**config.mk**
```make
export PLATFORM = sky130hd
export DESIGN_NAME = rr_pick8
export DESIGN_NICKNAME = d
export VERILOG_FILES = /design/src/rtl/arb_pkg.sv /design/src/rtl/rr_pick8.sv
export SDC_FILE = /design/constraint.sdc
export NUM_CORES = 1
export LEC_CHECK = 0
export ABC_AREA = 1
export CORE_MARGIN = 5
export CORE_UTILIZATION = 46
export DETAILED_ROUTE_END_ITERATION = 10
export MAX_ROUTING_LAYER = met4
export PLACE_DENSITY = 0.85
export SETUP_SLACK_MARGIN = 0.2
export SYNTH_ARGS = -nofsm -noshare
export SYNTH_HDL_FRONTEND = slang
export SYNTH_SLANG_ARGS = --single-unit
```
**constraint.sdc**
```tcl
create_clock -name vclk -period 3.7
set_input_delay 0.555 -clock vclk [all_inputs]
set_output_delay 0.555 -clock vclk [all_outputs]
set_load 0.02 [all_outputs]
```
**src/rtl/arb_pkg.sv**
```systemverilog
// ============================================================================
// Module   : arb_pkg
// Brief    : Shared constants and state type for the 8-way round-robin arbiter.
// Revision : 1.0 - initial release
// ============================================================================
`default_nettype none

package arb_pkg;

   localparam int NREQ = 8;
   localparam int IDXW = 3;
   localparam int ARB_TIMEOUT_DEFAULT = 16;

   typedef enum logic [0:0] {
      IDLE = 1'b0,
      BUSY = 1'b1
   } arb_state_t;

endpackage

`default_nettype wire

```
**src/rtl/rr_pick8.sv**
```systemverilog
// ============================================================================
// Module   : rr_pick8
// Brief    : Masked round-robin priority encoder (rotate, fixed-priority, rotate back).
// Revision : 1.0 - initial release
// ============================================================================
`default_nettype none

module rr_pick8
   import arb_pkg::*;
(
   input  logic [NREQ-1:0] req,
   input  logic [IDXW-1:0] ptr,
   input  logic [NREQ-1:0] exclude,
   output logic            any,
   output logic [IDXW-1:0] idx,
   output logic [NREQ-1:0] onehot
);

   logic [NREQ-1:0]   w_masked;
   logic [2*NREQ-1:0] w_dbl;
   logic [NREQ-1:0]   w_rot;
   logic [IDXW-1:0]   w_pos;

   assign w_masked = req & ~exclude;
   // Rotating right by ptr puts the highest-priority requester at bit 0.
   assign w_dbl    = {w_masked, w_masked} >> ptr;
   assign w_rot    = w_dbl[NREQ-1:0];

   always_comb begin
      w_pos = '0;
      for (int i = NREQ - 1; i >= 0; i--) begin
         if (w_rot[i]) begin
            w_pos = IDXW'(i);
         end
      end
   end

   assign any    = |w_rot;
   assign idx    = w_pos + ptr;
   assign onehot = any ? (NREQ'(1) << idx) : '0;

endmodule

`default_nettype wire

```
==> results.ini, run 1 <==
[place]
place_area_sq_mm = 0.001219
hpwl_microns = 2200
portBuffers = 31
routabilityCongestion = 0.8783

[yosys]
syn_nets = 153
avgSynthCellArea_sq_um = 5.697
yosysSeqAreaShare_pct = 0
yosysWarnings = 0
synth_top_area_share_pct = 22.63
synth_common_cells = 39 x nand2_1, 34 x nand3_1, 13 x inv_1
synth_area_leaders = nand3_1 23%, nand2_1 19%, nand3_2 12%
syn_inst = 132
synth.most_common_cell = nand2_1
syn_area_sq_um = 752.0
synth_cell_types = 22
yosysTopAreaCell = nand3_1

[die]
fp.dieW_microns = 50.43
die-height_microns = 50.43
io_pins = 31
row_count = 14
start_util_pct = 49.34

[grt]
grt_max_degree = 9

[run_status]
outcome = stopped before the end
lastStage = 5_1_grt
error = [ERROR DPL-0038] Utilization greater than 100%, impossible to legalize

[sta]
worst_endpoint_kind = top-level output
crit_endpoint = onehot[6]

[clocking]
cts_hold_buf = 0

[cells by family after synthesis]
group,share of synthesized area (%)
adders and majority gates,4.326
AOI/OAI and AO/OA,4.991
buffers and inverters,12.81
xor gates and xnor gates,1.165
and+or+nand+nor,76.71
[through the flow]
| stage | setup TNS [ns] | cells | setup WS, ns |
|---|---|---|---|
| after floorplan | 0 | 132 | 0.3960 |
| after global placement | -5.440 | 197 | -0.5777 |
| after detailed placement | -6.827 | 197 | -0.7417 |
| after CTS | 0 | 205 | 0.2163 |
[timing repair]
item                       4_1_cts
pin swaps                       10
setup endpoints to repair       11
gates cloned                     3
buffers inserted                 5
gates resized for setup        122
==> run 2, diff against run 1 <==
==> config.mk (replaced) <==
export PLATFORM = sky130hd
export DESIGN_NAME = rr_pick8
export DESIGN_NICKNAME = d
export VERILOG_FILES = /design/src/rtl/arb_pkg.sv /design/src/rtl/rr_pick8.sv
export SDC_FILE = /design/constraint.sdc
export NUM_CORES = 1
export LEC_CHECK = 0
export ABC_AREA = 1
export CORE_AREA = 5 5 66 68
export DETAILED_ROUTE_END_ITERATION = 10
export DIE_AREA = 0 0 71 73
export PLACE_DENSITY_LB_ADDON = 0.15
export SYNTH_ARGS = -nofsm -noshare
export SYNTH_HDL_FRONTEND = slang
export SYNTH_SLANG_ARGS = --single-unit
==> results.ini, run 2 <==
[yosys]
synth_area_leaders = nand3_1 23%, nand2_1 19%, nand3_2 12%
synth_top_area_share_pct = 22.63
synth_common_cells = 39 x nand2_1, 34 x nand3_1, 13 x inv_1
syn_inst = 132
yosysTopAreaCell = nand3_1
avgSynthCellArea_sq_um = 5.697
synth.most_common_cell = nand2_1
yosysSeqAreaShare_pct = 0
syn_nets = 153
synth_cell_types = 22
yosysWarnings = 0
syn_area_sq_um = 752.0

[worst_setup_path]
endpoint_kind = output port
crit_path_max_incr_delay_ns = 0.39
start_kind = input port
crit_top_cell = nand2_1
arrival_ns = 2.97
cp_cell_sequence = buf_6, buf_12, clkinv_8, nand3_2, nand3_2, nand2_2, nand2_2, nand2_2, nand2_1, nand2_1, nand2_1, nand2_1, nand2_1, a21oi_2, ha_2, inv_2, fa_2, xor2_2, nand3b_4, a21oi_2, buf_4
critPathRequiredTime_ns = 3.14
cp_max_fo = 8
criticalPathCategory = in2out
cp_slowest_cell = fa_2

[grt]
grt_max_degree = 10
antenna_found_initial = 0
gr-total-overflow = 0
grt_pass1_wl_microns = 4264
gr-usage-all-layers_pct = 9.580
first_global_vias = 1022

[die]
core_area_sq_mm = 0.003799
io_pins = 31
row_count = 23
die-height_microns = 73
start_util_pct = 19.80
fp.dieW_microns = 71
design.die.area_sq_mm = 0.005183

[final_layout]
seqCellArea_sq_um = 0
multi_input_area_sq_um = 903.4
fill_cells = 395
fin_nets = 211
diodes = 0
n_clock_buffer = 0
postLayoutCellArea_sq_mm = 0.001639
final_cell_mix = 30 x nand2_1, 30 x buf_4, 23 x nand3_2, 17 x dlymetal6s2s_1, 14 x nand2_2
fin_util_pct = 43.15
drive_gt1_share_pct = 62.23
seq_cell_count = 0
area_delta_synth_final_pct = 118.0
finalNonFillerCells = 238

[drt]
avgRoutedWirePerCell_microns = 11.83
via_per_inst = 4.429
wl_microns = 2816
drtPass1Iterations = 4
vias = 1054
drc = 0
drtIter0Drc = 15
ant_nets = 0

[place]
routabilityCongestion = 0.8189
hpwl_microns = 2118
portBuffers = 31
place_area_sq_mm = 0.001289
place_inst = 233

[clocking]
cts_hold_buf = 0

[sta]
report.final.setup_viol = 0
max_slew_margin_pct = 84.38
maxSlewViolCount = 0
fin_crit_ns = 3.520
worst_slew_pin_slew_ns = 0.2339
fmax_ghz = 0.2841
min_period_over_period_pct = 95.15
tns_ns = 0
final-hold-violation-count = 0

[power]
total_power_uw = 314.0
peakVddDrop_mv = 0.06146
p_leak_nw = 0.9059
powerDensity_mw_per_mm2 = 191.6

[hold_path]
hp-class = in2out

[run_status]
outcome = finished clean

[job]
maxCapViolations = 0

## run 2: cell counts after synthesis
No cell type changed its count.
## run 2: worst paths after layout
check | startpoint | to | slack [ns] | cells past startpoint
worst max-delay path | ptr[0] | onehot[2] | 0.18 | 21
worst min-delay path | ptr[0] | onehot[7] | 1.99 | 7
## run 2: logic make-up after synthesis
family / share of synthesized area [%]
buf+inv: 12.81
simple gates: 76.71
compound gates: 4.991
fa+ha+maj: 4.326
xor+xnor: 1.165
## run 2: routing by layer
layer  part of all wire (%)  global-route usage [%]  wire length, microns
met2                     55                   18.85                  1562
met4                   0.50                   1.461                    14
met5                      0                       0                     0
met1                     41                   11.29                  1168
met3                    2.5                  0.9642                    71
## run 2: area by class of cell
type,count,area share (%)
multi-input cells,112,55.11
well taps,50,3.817
repair buffers,60,35.73
inverters,16,5.344
## run 2: metrics by stage
step	hold slack, ns	setup slack (ns)
floorplan	1.364	0.3960
finish	1.990	0.1796
global placement	2.643	-0.6557
global route	2.028	-0.01560
CTS	2.264	0.03188
detailed placement	2.649	-0.6342
## run 2: report_power, final
part,internal [mW],switching [mW]
Clock,0,0
Combinational,0.143,0.171
Sequential,0,0
Total,0.143,0.171
## run 2: critical path, delay by kind of cell
kind / cells / cell delay, ns
AO/OA/AOI/OAI: 2 / 0.33
XOR/XNOR: 1 / 0.16
adder cells (fa/ha/maj): 2 / 0.57
buffers and inverters: 5 / 0.50
AND/OR/NAND/NOR: 11 / 0.87
## run 2: timing repair
item,4_1_cts,5_1_grt
gates cloned,2,0
resized for setup,71,72
pin swaps,8,17
endpoints found under the setup margin,10,10
endpoints found under the hold margin,0,0
setup buffers,3,0
No activity file was read; power rests on OpenSTA's default activity.
==> run 3, diff against run 2 <==
--- a/config.mk
+++ b/config.mk
@@ -5,11 +5,12 @@
 export SDC_FILE = /design/constraint.sdc
 export NUM_CORES = 1
 export LEC_CHECK = 0
-export ABC_AREA = 1
+export ABC_AREA = 0
 export CORE_AREA = 5 5 66 68
 export DETAILED_ROUTE_END_ITERATION = 10
 export DIE_AREA = 0 0 71 73
 export PLACE_DENSITY_LB_ADDON = 0.15
+export REMOVE_ABC_BUFFERS = 1
 export SYNTH_ARGS = -nofsm -noshare
 export SYNTH_HDL_FRONTEND = slang
 export SYNTH_SLANG_ARGS = --single-unit
==> results.ini, run 3 <==
[worst_setup_path]
arrival_ns = 3.39
setup.worst_path.start = ptr[2]
critPathRequiredTime_ns = 3.14
cp_max_fo = 7
criticalPathCategory = in2out
endpoint_kind = output port
start_kind = input port
endpoint = onehot[5]

[die]
core_area_sq_mm = 0.003799
io_pins = 31
start_util_pct = 20.19
die-height_microns = 73
row_count = 23
fp.dieW_microns = 71
design.die.area_sq_mm = 0.005183

[sta]
final-hold-violation-count = 0
fin_crit_ns = 3.947
maxSlewViolCount = 0
setup_slack_ns = -0.2470
rsz0062_at_grt = true
worst_slew_pin_slew_ns = 0.3313
fmax_ghz = 0.2534
report.final.setup_viol = 9
min_period_over_period_pct = 106.7
max_slew_margin_pct = 77.91

[clocking]
cts_hold_buf = 0

[yosys]
synth_area_leaders = mux4_2 23%, mux2i_1 6.5%, nor2b_1 6.5%
syn_area_sq_um = 767.0
synth_cell_types = 42
yosysSeqAreaShare_pct = 0
yosysWarnings = 0
syn_inst = 81
synth_common_cells = 8 x mux4_2, 8 x nor2b_1, 7 x nand2_1
yosysTopAreaCell = mux4_2
avgSynthCellArea_sq_um = 9.469
synth_top_area_share_pct = 23.49

[job]
maxCapViolations = 0

[place]
routabilityCongestion = 0.7097
hpwl_microns = 2009
place_area_sq_mm = 0.001276
portBuffers = 31

[grt]
first_global_vias = 962
antenna_found_initial = 0
gr-usage-all-layers_pct = 9.546
gr-total-overflow = 0
grt_max_degree = 11
grt_pass1_wl_microns = 4291

[drt]
drtPass1Iterations = 3
drc = 0
wl_microns = 2425
vias = 899
ant_nets = 0
drtIter0Drc = 10
avgRoutedWirePerCell_microns = 12.76
via_per_inst = 4.732

[final_layout]
seq_cell_count = 0
layout_commonest_cell = buf_4
postLayoutCellArea_sq_mm = 0.001466
n_clock_buffer = 0
fill_cells = 423
final_cell_mix = 37 x buf_4, 12 x buf_2, 8 x mux4_2, 6 x nand2_1, 5 x nor2b_1
seqCellArea_sq_um = 0
diodes = 0
fin_nets = 163
area_delta_synth_final_pct = 91.19
drive_gt1_share_pct = 70.00

[power]
peakVddDrop_mv = 0.08655
p_leak_nw = 0.6258
total_power_uw = 408.1
powerDensity_mw_per_mm2 = 278.3

[run_status]
failed_checks = negative setup slack
outcome = finished, violations left

[hold_path]
hold_path_depth = 5
hp-class = in2out

## run 3: cell count changes after synthesis, sizes merged, moves of 4 or more
cell    previous run  this run
mux2               0         4
mux4               0         8
nand3             43         1
mux2i              0         5
nor2               9         1
inv               16         4
nor2b              0         8
nor4bb             0         4
nand2             49         7
## run 3: critical path: stages
cell	delay [ns]
buf_12	0.11
nor4bb_4	0.14
or4_4	0.56
mux2i_2	0.19
nand2_1	0.07
a31o_1	0.21
a21oi_2	0.11
ha_2	0.18
inv_2	0.03
fa_2	0.60
nand2_2	0.07
or3_1	0.34
o21ai_1	0.07
buf_4	0.15
## run 3: metrics by stage
stage               util, %  instances  TNS (ns)  worst slack, ns  hold slack [ns]
floorplan                 -         75    -4.173          -0.6649            1.428
global placement      33.60        179    -14.30           -1.405            2.846
detailed placement    33.60        179    -14.62           -1.429            2.837
CTS                   37.48        189    -1.964          -0.2747            1.890
global route          38.60        190    -2.759          -0.3613            1.944
finish                38.60        190    -1.502          -0.2470            1.899
## run 3: logic make-up after synthesis
logic type / Yosys count / share of synthesized area, %
fa+ha+maj: 2 / 4.241
buf+inv: 10 / 6.689
mux: 17 / 36.38
compound gates: 14 / 14.52
xor+xnor: 2 / 2.284
simple gates: 36 / 35.89
## run 3: area by class of cell
type	instances	area, sq um	area share [%]
inverter	4	15.01	1.024
tap	50	62.56	4.266
multi-input combinational	71	869.6	59.30
timing repair buffer	65	519.2	35.41
## run 3: worst min-delay path by stage
stage | start | to
global route | ptr[0] | onehot[6]
global placement | ptr[1] | onehot[6]
floorplan | ptr[0] | idx[0]
CTS | ptr[0] | onehot[6]
finish | ptr[0] | onehot[6]
detailed placement | ptr[1] | onehot[6]
## run 3: what timing repair did
action | in CTS | in global routing
gates resized for setup | 148 | 11
cloned | 0 | 0
pin swaps | 16 | 5
setup buffers | 10 | 1
endpoints found under the setup margin | 12 | 11
## run 3: per-layer routing
layer / up-vias / share of wire [%] / GRT usage [%]
met5: - / 0 / 0
met4: 0 / 0 / 0.4175
met3: 0 / 4.5 / 0.9642
met2: 23 / 54 / 19.67
met1: 425 / 41 / 10.97
li1: 451 / - / -
## run 3: power by group
group          switching [mW]  internal (mW)  total [mW]  leakage (nW)
logic                   0.200          0.208       0.408         0.626
clock network               0              0           0             0
registers                   0              0           0             0
total                   0.200          0.208       0.408         0.626
